===== src/rtl/pixel_readout.sv =====
// Captures one digitised pixel row per stable one-hot row select into a two-entry
// ping-pong buffer and streams each row out pixel by pixel over valid/ready.
module pixel_readout #(
    parameter int unsigned PIXEL_ARRAY_WIDTH  = 4,
    parameter int unsigned PIXEL_ARRAY_HEIGHT = 4,
    parameter int unsigned PIXEL_BITS         = 8,
    localparam int unsigned ROW_W = (PIXEL_ARRAY_HEIGHT > 1) ? $clog2(PIXEL_ARRAY_HEIGHT) : 1,
    localparam int unsigned COL_W = (PIXEL_ARRAY_WIDTH > 1) ? $clog2(PIXEL_ARRAY_WIDTH) : 1,
    localparam int unsigned BUS_W = PIXEL_ARRAY_WIDTH * PIXEL_BITS
) (
    input  logic                          clk,
    input  logic                          reset,
    input  logic [PIXEL_ARRAY_HEIGHT-1:0] p_row_select,
    input  logic [BUS_W-1:0]              p_data,
    output logic [PIXEL_BITS-1:0]         o_data,
    output logic                          o_valid,
    input  logic                          o_ready,
    output logic [ROW_W-1:0]              o_row,
    output logic [COL_W-1:0]              o_col,
    output logic                          o_last,
    output logic                          o_overflow,
    output logic                          o_sel_error
);

    typedef enum logic {
        S_IDLE   = 1'b0,
        S_STREAM = 1'b1
    } state_t;

    state_t                        r_state;
    state_t                        w_state_n;

    logic [PIXEL_ARRAY_HEIGHT-1:0] r_sel_q;
    logic                          r_cap_done;
    logic                          w_cap_done_n;
    logic [1:0]                    r_full;
    logic [1:0]                    w_full_n;
    logic                          r_wr_ptr;
    logic                          w_wr_ptr_n;
    logic                          r_rd_ptr;
    logic                          w_rd_ptr_n;
    logic [BUS_W-1:0]              r_buf [2];
    logic [ROW_W-1:0]              r_buf_row [2];
    logic [BUS_W-1:0]              w_entry_n;
    logic [ROW_W-1:0]              w_entry_row_n;

    logic [COL_W-1:0]              r_col;
    logic [COL_W-1:0]              w_col_n;
    logic                          r_valid;
    logic                          w_valid_n;
    logic [PIXEL_BITS-1:0]         r_data;
    logic [PIXEL_BITS-1:0]         w_data_n;
    logic [ROW_W-1:0]              r_row;
    logic [ROW_W-1:0]              w_row_n;
    logic                          r_last;
    logic                          w_last_n;
    logic                          r_overflow;
    logic                          r_sel_error;

    logic                          w_stable;
    logic                          w_nonzero;
    logic                          w_onehot;
    logic                          w_capture;
    logic                          w_store;
    logic                          w_drop;
    logic                          w_multi_err;
    logic                          w_xfer;
    logic                          w_row_done;
    logic [ROW_W-1:0]              w_sel_idx;

    // Select qualification: a capture needs the same one-hot value on two consecutive edges.
    assign w_stable    = (p_row_select == r_sel_q);
    assign w_nonzero   = |p_row_select;
    assign w_onehot    = w_nonzero &&
                         ((p_row_select & (p_row_select - PIXEL_ARRAY_HEIGHT'(1))) == '0);
    assign w_capture   = w_stable && w_onehot && !r_cap_done;
    assign w_store     = w_capture && !r_full[r_wr_ptr];
    assign w_drop      = w_capture && r_full[r_wr_ptr];
    assign w_multi_err = w_stable && w_nonzero && !w_onehot;
    assign w_xfer      = r_valid && o_ready;
    assign w_row_done  = w_xfer && r_last;

    always_comb begin
        w_sel_idx = '0;
        for (int i = 0; i < int'(PIXEL_ARRAY_HEIGHT); i++) begin
            if (p_row_select[i]) begin
                w_sel_idx = ROW_W'(i);
            end
        end
    end

    always_ff @(posedge clk or negedge reset) begin
        if (!reset) begin
            r_state <= S_IDLE;
        end else begin
            r_state <= w_state_n;
        end
    end

    // Next buffer bookkeeping, FSM transition and next output word.
    always_comb begin
        w_state_n     = r_state;
        w_full_n      = r_full;
        w_wr_ptr_n    = r_wr_ptr;
        w_rd_ptr_n    = r_rd_ptr;
        w_col_n       = r_col;
        w_cap_done_n  = r_cap_done;
        w_valid_n     = 1'b0;
        w_data_n      = '0;
        w_row_n       = '0;
        w_last_n      = 1'b0;
        w_entry_n     = '0;
        w_entry_row_n = '0;

        if (!w_stable) begin
            w_cap_done_n = 1'b0;
        end else if (w_capture) begin
            w_cap_done_n = 1'b1;
        end

        if (w_store) begin
            w_full_n[r_wr_ptr] = 1'b1;
            w_wr_ptr_n         = ~r_wr_ptr;
        end

        if (w_xfer) begin
            if (r_last) begin
                w_full_n[r_rd_ptr] = 1'b0;
                w_rd_ptr_n         = ~r_rd_ptr;
                w_col_n            = '0;
            end else begin
                w_col_n = r_col + COL_W'(1);
            end
        end

        case (r_state)
            S_IDLE: begin
                if (|w_full_n) begin
                    w_state_n = S_STREAM;
                end
            end
            S_STREAM: begin
                if (w_row_done && !w_full_n[w_rd_ptr_n]) begin
                    w_state_n = S_IDLE;
                end
            end
            default: w_state_n = S_IDLE;
        endcase

        w_valid_n = (w_state_n == S_STREAM);

        // A row written on this edge into the entry about to be read is forwarded directly.
        if (w_store && (r_wr_ptr == w_rd_ptr_n)) begin
            w_entry_n     = p_data;
            w_entry_row_n = w_sel_idx;
        end else begin
            w_entry_n     = r_buf[w_rd_ptr_n];
            w_entry_row_n = r_buf_row[w_rd_ptr_n];
        end

        if (w_valid_n) begin
            for (int c = 0; c < int'(PIXEL_ARRAY_WIDTH); c++) begin
                if (w_col_n == COL_W'(c)) begin
                    w_data_n = w_entry_n[c*PIXEL_BITS +: PIXEL_BITS];
                end
            end
            w_row_n  = w_entry_row_n;
            w_last_n = (w_col_n == COL_W'(PIXEL_ARRAY_WIDTH - 1));
        end
    end

    always_ff @(posedge clk or negedge reset) begin
        if (!reset) begin
            r_sel_q     <= '0;
            r_cap_done  <= 1'b0;
            r_full      <= '0;
            r_wr_ptr    <= 1'b0;
            r_rd_ptr    <= 1'b0;
            r_col       <= '0;
            r_valid     <= 1'b0;
            r_data      <= '0;
            r_row       <= '0;
            r_last      <= 1'b0;
            r_overflow  <= 1'b0;
            r_sel_error <= 1'b0;
            for (int i = 0; i < 2; i++) begin
                r_buf[i]     <= '0;
                r_buf_row[i] <= '0;
            end
        end else begin
            r_sel_q     <= p_row_select;
            r_cap_done  <= w_cap_done_n;
            r_full      <= w_full_n;
            r_wr_ptr    <= w_wr_ptr_n;
            r_rd_ptr    <= w_rd_ptr_n;
            r_col       <= w_col_n;
            r_valid     <= w_valid_n;
            r_data      <= w_data_n;
            r_row       <= w_row_n;
            r_last      <= w_last_n;
            r_overflow  <= r_overflow | w_drop;
            r_sel_error <= r_sel_error | w_multi_err;
            if (w_store) begin
                r_buf[r_wr_ptr]     <= p_data;
                r_buf_row[r_wr_ptr] <= w_sel_idx;
            end
        end
    end

    assign o_data      = r_data;
    assign o_valid     = r_valid;
    assign o_row       = r_row;
    assign o_col       = r_col;
    assign o_last      = r_last;
    assign o_overflow  = r_overflow;
    assign o_sel_error = r_sel_error;

endmodule

===== config.mk =====
export PLATFORM = sky130hd
export DESIGN_NAME = pixel_readout
export DESIGN_NICKNAME = d
export VERILOG_FILES = /design/src/rtl/pixel_readout.sv
export SDC_FILE = /design/constraint.sdc
export NUM_CORES = 1
export LEC_CHECK = 0
export BUFFER_PORTS_ARGS = -buffer_cell sky130_fd_sc_hd__buf_2
export CAP_MARGIN = 10
export CORE_MARGIN = 8
export CORE_UTILIZATION = 35
export CTS_CLUSTER_DIAMETER = 150
export DETAILED_ROUTE_END_ITERATION = 12
export GPL_ROUTABILITY_DRIVEN = 0
export MAX_ROUTING_LAYER = met4
export SYNTH_ARGS = -nofsm -noshare
export SYNTH_HDL_FRONTEND = slang
export SYNTH_SLANG_ARGS = --single-unit

===== constraint.sdc =====
create_clock -name clk -period 4 [get_ports clk]
set_clock_uncertainty 0.15 [all_clocks]
set_input_delay 0.2 -clock clk [delete_from_list [all_inputs] [get_ports clk]]
set_output_delay 0.2 -clock clk [all_outputs]
set_load 0.05 [all_outputs]

* Yosys cells after proc, flatten, opt, wreduce, memory -nomap -nowiden *
Cells that the tools add are included.

operators by class
  $add $sub $neg = 2
  multiplexer cells = 44
  bitwise operators = 11
  magnitude comparators = 8
  equality and inequality tests = 6
  reductions and logical operators = 22

operators with widths
  cell                                                                          number
  32-bit two-way mux                                                            5
  64-bit bitwise mux                                                            1
  8-bit two-way mux                                                             5
  32-bit demux with 1-bit select                                                1
  2-bit two-way mux                                                             13
  1-bit logical AND                                                             14
  1-bit two-way mux                                                             14
  1-bit by 2-bit less-than comparator with 1-bit output, second input constant  3
  4-bit AND                                                                     1
  4-bit bitwise mux                                                             1
  2-bit == test, second input constant                                          2
  4-bit == test                                                                 1
  2-bit >= comparator, second input constant                                    2
  1-bit zero test                                                               4
  4-bit zero test                                                               1
  1-bit inverter with 2-bit output                                              2
  4-bit OR reduction                                                            1
  4-bit by 1-bit subtractor with 4-bit output, second input constant            1
  1-bit inverter                                                                3
  2-bit by 1-bit adder with 2-bit output, second input constant                 1
  2-bit AND                                                                     1
  1-bit demux with 1-bit select                                                 2
  2-bit demux with 1-bit select                                                 1
  2-bit by 1-bit == test with 1-bit output, second input constant               1
  10 further kinds                                                              12

word-level totals
  word-level logic and storage cells = 109
  flip-flop bits (word level) = 93
  output and inout port bits = 16

* Longest topological paths before layout *
Gate-level depths: netlist (run 1).

  depth in word-level cells = 18
  mapped depth = 9

* Least setup slack after synthesis (run 1) *
OpenSTA, ideal clock, no wires.

  path kind = register to register
  from = reg r_last (netlist: o_last)
  to = reg r_data[0] (netlist: o_data[0])
  clock period less this slack = 2.680 ns
  path slack = 1.320 ns
  stages on the path, launching flop included = 10
  arrival time = 2.386 ns
  path buffers = 3
  path through = dfrtp_1 > and3_1 > buf_2 > xnor2_2 > buf_2 > buf_2 > mux2i_1 > a211oi_1 > a2111oi_0 > o32ai_1

on the way
  word-level cells in the longest chain between the ends = 12
  elaborated cells between the ends (all ways) = 31

ends and longest elaborated chain
  item                                                    RTL line  RTL
  start: declaration                                      55        logic r_last;
  start signal: assignment                                200       r_last <= w_last_n;
  1-bit two-way mux                                       127       if (r_last) begin
  1-bit two-way mux                                       126       if (w_xfer) begin
  1-bit inverter with 2-bit output (implied by the code)  157       w_entry_n = r_buf[w_rd_ptr_n];
  32-bit two-way mux (implied by the code) (3 in a row)   157
  32-bit two-way mux                                      153       if (w_store && (r_wr_ptr == w_rd_ptr_n)) begin
  8-bit two-way mux (4 in a row)                          163       if (w_col_n == COL_W'(c)) begin
  8-bit two-way mux *                                     161       if (w_valid_n) begin
  net w_data_n[0]                                         52        logic [PIXEL_BITS-1:0] w_data_n;
  end signal: assignment                                  198       r_data <= w_data_n;
  end: declaration                                        51        logic [PIXEL_BITS-1:0] r_data;

The timed path passes the listed nets; every way through them passes the cells marked *. The select of a mux whose other input is x is not followed.
A chain may end at the register's enable or synchronous reset.

* Worst setup path after layout (run 1) *
  from = reg r_last (netlist: o_last)
  to = reg r_data[4] (netlist: o_data[4])

Same word-level chain as after synthesis.

==> results of run 1 <==
## worst paths after layout
path	slack (ns)	endpoint
worst max-delay path	0.28	o_data[4]
worst min-delay path	0.09	r_full[0]
min in group asynchronous	0.34	r_buf[56]
max in group asynchronous	2.44	r_buf[2]
worst max register to register	0.28	o_data[4]
worst min register to register	0.31	o_sel_error
## metrics by stage
| step | area [um^2] | hold slack, ns | power, uW | utilization (%) | setup slack, ns |
|---|---|---|---|---|---|
| floorplan | 4630 | -0.246 | 2600 | - | 1.32 |
| global placement | 5030 | 0.206 | 3020 | 38.5 | 0.430 |
| detailed placement | 5030 | 0.219 | 3050 | 38.5 | 0.360 |
| CTS | 5720 | 0.0893 | 3970 | 43.7 | 0.311 |
| global route | 5720 | 0.117 | 4200 | 43.7 | 0.0988 |
| finish | 5720 | 0.0944 | 3940 | 43.7 | 0.280 |
## cells in the mapped netlist (2+ instances only)
master / number / area share, %
sky130_fd_sc_hd__dfrtp_1: 93 / 50
sky130_fd_sc_hd__mux2_1: 50 / 12
sky130_fd_sc_hd__mux2i_1: 34 / 7.3
sky130_fd_sc_hd__a21oi_1: 26 / 2.8
sky130_fd_sc_hd__a211oi_1: 19 / 3.1
sky130_fd_sc_hd__mux2_2: 16 / 3.9
sky130_fd_sc_hd__nor2_1: 14 / 1.1
sky130_fd_sc_hd__buf_2: 11 / 1.2
sky130_fd_sc_hd__clkbuf_1: 11 / 0.89
sky130_fd_sc_hd__a22o_1: 8 / 1.5
sky130_fd_sc_hd__o211ai_1: 8 / 1.3
sky130_fd_sc_hd__o311ai_0: 8 / 1.5
sky130_fd_sc_hd__a2111oi_0: 7 / 1.3
sky130_fd_sc_hd__o32ai_1: 7 / 1.3
sky130_fd_sc_hd__buf_6: 6 / 1.5
sky130_fd_sc_hd__inv_1: 6 / 0.49
sky130_fd_sc_hd__nand2_1: 5 / 0.41
sky130_fd_sc_hd__xnor2_1: 4 / 0.76
sky130_fd_sc_hd__nor2b_1: 3 / 0.41
sky130_fd_sc_hd__nor3_1: 3 / 0.32
sky130_fd_sc_hd__o21bai_1: 3 / 0.49
sky130_fd_sc_hd__a21o_1: 2 / 0.32
sky130_fd_sc_hd__a31oi_1: 2 / 0.27
sky130_fd_sc_hd__buf_1: 2 / 0.16
sky130_fd_sc_hd__nor3_4: 2 / 0.70
sky130_fd_sc_hd__nor4b_2: 2 / 0.65
sky130_fd_sc_hd__o21ai_0: 2 / 0.22
## layer usage
metal	global-route usage, %	routed length, um
met1	19.6	5470
met2	22.0	5210
met3	3.60	514
met4	3.44	101
met5	-	0
## cell families after synthesis
logic type / Yosys count / share of synthesized area (%)
buffers and inverters: 36 / 4.19
and+or+nand+nor: 40 / 5.37
muxes: 101 / 23.7
DFF: 93 / 50.2
xor gates and xnor gates: 6 / 1.30
AOI/OAI and AO/OA: 98 / 15.2
## report_power, final
part | leakage, uW | internal [uW] | switching, uW
clock | 0.000148 | 518 | 365
sequential | 0.00122 | 1230 | 210
combinational | 0.00128 | 634 | 986
total | 0.00265 | 2380 | 1560
## layout make-up
cell class	count	area [um^2]
clock inverter	5	58.8
inverter	6	22.5
sequential	93	2330
clock buffer	11	253
multi-input combinational	245	2120
tap	176	220
timing repair buffer	100	711
fill	1220	7370
## worst register-to-register path: cells and delay by family (launching register included)
family	cells	cell delay [ns]
AOI/OAI and AO/OA	2	1.01
xor gates and xnor gates	1	0.80
DFF	1	0.42
muxes	1	0.60
and+or+nand+nor	2	0.58
## state kept, by name (all words and copies together), names as in the netlist, 2 cells and up
signal and flops:
o_col 2, o_data 8, o_row 2, r_buf 64, r_buf_row 4, r_full 2
r_sel_q 4
==> qor_table.md, run 1 <==
| Stage | Parameter | This run |
|---|---|---|
| drt | Number of nets with antenna violations after routing | 0 |
| logic synthesis | Dominant synthesized flop cell | sky130_fd_sc_hd__dfrtp_1 |
| logic synthesis | Portion of the post-synthesis area used by sequential elements | 50.2% |
| floorplanning | Number of placement rows | 42 |
| placed design | Buffers on Ports | 54 |
| clock tree | Clock latency on the worst-skew pair | 0.35 ns |
| clock tree | Number of buffers inserted during clock tree synthesis | 9 |
| worst setup path | Type of element capturing the critical path | register |
| drt | Violation count after the first detailed-routing iteration | 277 |
| clock tree | Resized cells post-CTS | 0 |
| worst setup path | Startpoint-to-endpoint class of the critical path | reg2reg |
| drt | Via Count | 3281 |
| worst setup path | Slowest stage delay, CP | 0.85 ns |
| worst setup path | Ordered cell list for the critical path | and3_1 > xnor2_4 > mux2_2 > nand2_1 > o311ai_0 > o32ai_1 |
| worst setup path | Top delay family on crit path | compound AO/OA/AOI/OAI gates |
| sta | Slew Limit Headroom | 21.6% |
| logic synthesis | Nets in the synthesized netlist | 413 |
| sta | Max-slew violation count | 0 |
| sta | Setup tns final | 0 ns |
| clock tree | Clock transition at the registers of the reported paths | 0.06 ns |
| drt | Avg WL per Cell | 17.8 um |
| power and ir drop | Pwr/cell area | 690 nW/um^2 |
| min path | Class of the most critical hold timing path | in2reg |
| finish | Fraction of final layout cells with drive strength greater than 1 | 22.6% |
| grt | Pin count of the biggest net entering global routing | 66 |
| worst setup path | Maximum fanout count along the critical path | 22 |
| placed design | Placed cell count | 583 |
| floorplanning | Area of the core region | 13100 um^2 |
| clock tree | Cts-stage hold buffer count | 37 |
| sta | Share of the clock period used by the worst path | 93.0% |
| min path | Hold path start | o_ready |
| clock tree | Maximum clock insertion buffer count | 2 |
| sta | Final critical delay including setup and external delays | 3.72 ns |
| finish | Count of inserted antenna diode cells | 0 |
| sta | Count of endpoints failing hold in the final timing report | 0 |
| floorplanning | Starting density of the core | 35.4% |
| grt | Overall Global Routing Usage | 14.7% |
| grt | Vias in the first global route | 3432 |
| drt | DRT Pass-1 Iters | 4 |
| logic synthesis | Share of synthesized registers carrying an async set or reset | 100% |
| min path | Worst hold path cell count | 3 |
| sta | Total setup violations reported at the end of the flow | 0 |
| worst setup path | Required time worst endpoint | 4.04 ns |
| worst setup path | Critical path launch point | o_last |
| drt | Sum of routed wire length over all layers | 11300 um |
| drt | DRC | 0 |
| power and ir drop | Worst VDD drop | 0.322 mV |
| run | Total of max-cap violations | 0 |
| logic synthesis | Number of instances in the synthesized netlist | 374 |
| clock tree | Postcts setup bufs | 0 |
| floorplanning | Die extent in y | 131 um |
| sta | RSZ-0062 raised after global routing | false |
| grt | Overflow left after global routing | 0 |
| status | Outcome | complete, no violations |
| clock tree | CTS tree | done |
| worst setup path | Path depth of the worst reg2reg path | 6 |
| logic synthesis | Number of warnings printed during yosys synthesis | 0 |
| logic synthesis | Synth unique cells | 47 |
| sta | Maximum operating frequency | 269 MHz |
| floorplanning | Die width | 131 um |
| sta | Actual slew at the worst max-slew pin | 1.17 ns |
| logic synthesis | Mean instance size in the synthesized netlist | 12.4 um^2 |
| finish | Net count of the finished layout | 494 |
| power and ir drop | Leakage | 0.00265 uW |
| logic synthesis | Total of flip-flops plus latches after synthesis | 93 |
| logic synthesis | Combined area of all synthesized cells | 4630 um^2 |
| drt | Avg Vias per Cell | 5.16 |
| finish | Layout overhead on the synthesized area | 23.4% |
| clock tree | Root buffer cell | sky130_fd_sc_hd__clkbuf_16 |
| placed design | HPWL after detailed placement | 7780 um |
| floorplanning | Die footprint | 17200 um^2 |
| clock tree | CTS sink count | 93 |
| worst setup path | Worst reg2reg startpoint | o_last |
| worst setup path | Arrival @ worst endpoint | 3.76 ns |
| worst setup path | Max stage delay cell, worst path | sky130_fd_sc_hd__o311ai_0 |
| finish | Most frequent cells in the layout | sky130_fd_sc_hd__dfrtp_1, sky130_fd_sc_hd__buf_2, sky130_fd_sc_hd__mux2_1, sky130_fd_sc_hd__dlygate4sd3_1, sky130_fd_sc_hd__mux2i_1 |
| finish | Most common cell after layout, fill and taps aside | sky130_fd_sc_hd__dfrtp_1 |
| logic synthesis | Count of flip-flops with a built-in enable after synthesis | 0 |
| worst setup path | Number of logic stages on the critical path including buffering | 6 |
| grt | Antenna violations before repair | 0 |
| grt | Wire length of the first global-routing pass | 18900 um |
| finish | Finished Layout Cells | 636 |
| clock tree | Count of H-tree levels built during CTS | 3 |
| worst setup path | CP bufs+invs | 0 |
| worst setup path | Startpoint Class | register |
| floorplanning | Boundary pin count | 55 |
(Power assumes the default switching activity.)
==> run 2, diff against run 1 <==
CTS_BUF_LIST = sky130_fd_sc_hd__clkbuf_4 sky130_fd_sc_hd__clkbuf_8   (was not set)
MAX_ROUTING_LAYER = not set   (was met4)
==> qor_table.md, run 2 (synthesis results as in run 1) <==
| Stage | Parameter | This run |
|---|---|---|
| clock tree | Count of H-tree levels built during CTS | 3 |
| worst setup path | Critical path launch point | o_last |
| sta | Final critical delay including setup and external delays | 3.68 ns |
| drt | Number of nets with antenna violations after routing | 0 |
| drt | Violation count after the first detailed-routing iteration | 270 |
| status | Outcome | complete, no violations |
| clock tree | Number of buffers inserted during clock tree synthesis | 9 |
| floorplanning | Number of placement rows | 42 |
| sta | Final hold slack | 0.0717 ns |
| grt | Overflow left after global routing | 0 |
| finish | Count of inserted antenna diode cells | 0 |
| finish | Most flops, register | r_buf |
| worst setup path | Reg-to-reg setup timing slack | 0.32 ns |
| sta | Share of the clock period used by the worst path | 92.1% |
| floorplanning | Die width | 131 um |
| sta | Total setup violations reported at the end of the flow | 0 |
| power and ir drop | Worst VDD drop | 0.241 mV |
| clock tree | Root buffer cell | sky130_fd_sc_hd__clkbuf_8 |
| min path | Hold path start | o_ready |
| placed design | Post-placement cell area | 5030 um^2 |
| sta | Maximum operating frequency | 272 MHz |
| finish | Layout overhead on the synthesized area | 21.2% |
| power and ir drop | Pwr/cell area | 662 nW/um^2 |
| clock tree | Clock latency on the worst-skew pair | 0.36 ns |
| grt | Wire length of the first global-routing pass | 18900 um |
| worst setup path | Startpoint-to-endpoint class of the critical path | reg2reg |
| clock tree | Resized cells post-CTS | 0 |
| clock tree | Postcts setup bufs | 0 |
| clock tree | Cts-stage hold buffer count | 37 |
| drt | Avg Vias per Cell | 5.18 |
| drt | Sum of routed wire length over all layers | 11200 um |
| sta | Max-slew violation count | 0 |
| worst setup path | Worst reg2reg startpoint | o_last |
| sta | Count of endpoints failing hold in the final timing report | 0 |
| floorplanning | Boundary pin count | 55 |
| finish | Most frequent cells in the layout | sky130_fd_sc_hd__dfrtp_1, sky130_fd_sc_hd__buf_2, sky130_fd_sc_hd__mux2_1, sky130_fd_sc_hd__dlygate4sd3_1, sky130_fd_sc_hd__mux2i_1 |
| finish | Fraction of final layout cells with drive strength greater than 1 | 22.6% |
| floorplanning | Starting density of the core | 35.4% |
| drt | Avg WL per Cell | 17.6 um |
| placed design | Placed cell count | 583 |
| finish | Net count of the finished layout | 494 |
| placed design | Buffers on Ports | 54 |
| finish | Finished Layout Cells | 636 |
| clock tree | CTS tree | done |
| worst setup path | Type of element capturing the critical path | register |
| min path | Class of the most critical hold timing path | in2reg |
| worst setup path | Arrival @ worst endpoint | 3.74 ns |
| grt | Pin count of the biggest net entering global routing | 66 |
| clock tree | Maximum clock insertion buffer count | 2 |
| sta | Setup tns final | 0 ns |
| sta | RSZ-0062 raised after global routing | false |
| worst setup path | Required time worst endpoint | 4.06 ns |
| worst setup path | Startpoint Class | register |
| drt | DRC | 0 |
| worst setup path | Maximum fanout count along the critical path | 22 |
| finish | Total non-filler cell area in the finished layout | 5610 um^2 |
| sta | Actual slew at the worst max-slew pin | 1.16 ns |
| clock tree | CTS sink count | 93 |
| drt | Via Count | 3293 |
| placed design | HPWL after detailed placement | 7780 um |
| floorplanning | Die footprint | 17200 um^2 |
| clock tree | Clock transition at the registers of the reported paths | 0.09 ns |
| floorplanning | Area of the core region | 13100 um^2 |
| grt | Vias in the first global route | 3443 |
| run | Total of max-cap violations | 0 |
| power and ir drop | Leakage | 0.00260 uW |
| grt | Overall Global Routing Usage | 14.2% |
| sta | Slew Limit Headroom | 22.3% |
| grt | Antenna violations before repair | 0 |
| finish | Most common cell after layout, fill and taps aside | sky130_fd_sc_hd__dfrtp_1 |
| drt | DRT Pass-1 Iters | 4 |
| finish | Flip-flop count of the largest register, all copies and words added | 64 |
| floorplanning | Die extent in y | 131 um |
==> run 2: cell types whose count changed in the layout (fill, tap and decap cells not counted) <==
cell	before	now
sky130_fd_sc_hd__clkbuf_8	2	11
sky130_fd_sc_hd__clkbuf_16	9	0
==> run 2: path summary, 6_finish.rpt <==
| check | endpoint | cells after the start |
|---|---|---|
| setup / recovery | o_data[4] | 6 |
| hold / removal | r_full[0] | 3 |
| setup reg to reg | o_data[4] | 6 |
| hold reg to reg | o_sel_error | 1 |
| max in group asynchronous | r_buf[1] | 3 |
| min in group asynchronous | r_buf[56] | 2 |
==> run 2: layer usage <==
metal	global-route usage (%)	routed length, um	up-vias
met5	0	0	-
met4	3.65	72	0
met3	3.96	612	4
met2	21.8	5190	86
met1	19.4	5320	1632
li1	-	-	1571
==> run 2: critical path, stage by stage, from the launching register on <==
cell,delay [ns]
sky130_fd_sc_hd__dfrtp_1,0.43
sky130_fd_sc_hd__and3_1,0.30
sky130_fd_sc_hd__xnor2_4,0.80
sky130_fd_sc_hd__mux2_2,0.60
sky130_fd_sc_hd__nand2_1,0.28
sky130_fd_sc_hd__o311ai_0,0.80
sky130_fd_sc_hd__o32ai_1,0.15
==> run 2: final cells by class <==
type                    count  area, um^2
fillers                  1236        7470
flip-flops and latches     93        2330
multi-input cells         245        2120
repair buffers            100         711
well taps                 176         220
clock buffers              11         151
clock inverters             5        58.8
inverters                   6        22.5
==> run 2: per-stage QoR <==
stage,util (%),setup WS [ns],power [uW]
finish,42.9,0.317,3710
floorplan,-,1.32,2600
detailed placement,38.5,0.360,3050
global route,42.9,0.0928,3970
global placement,38.5,0.430,3020
CTS,42.9,0.309,3750
==> run 2: where the power goes <==
part           total [uW]  switching (uW)  internal, uW
Combinational        1620             990           634
Sequential           1440             209          1230
Clock                 655             332           323
Total                3710            1530          2180
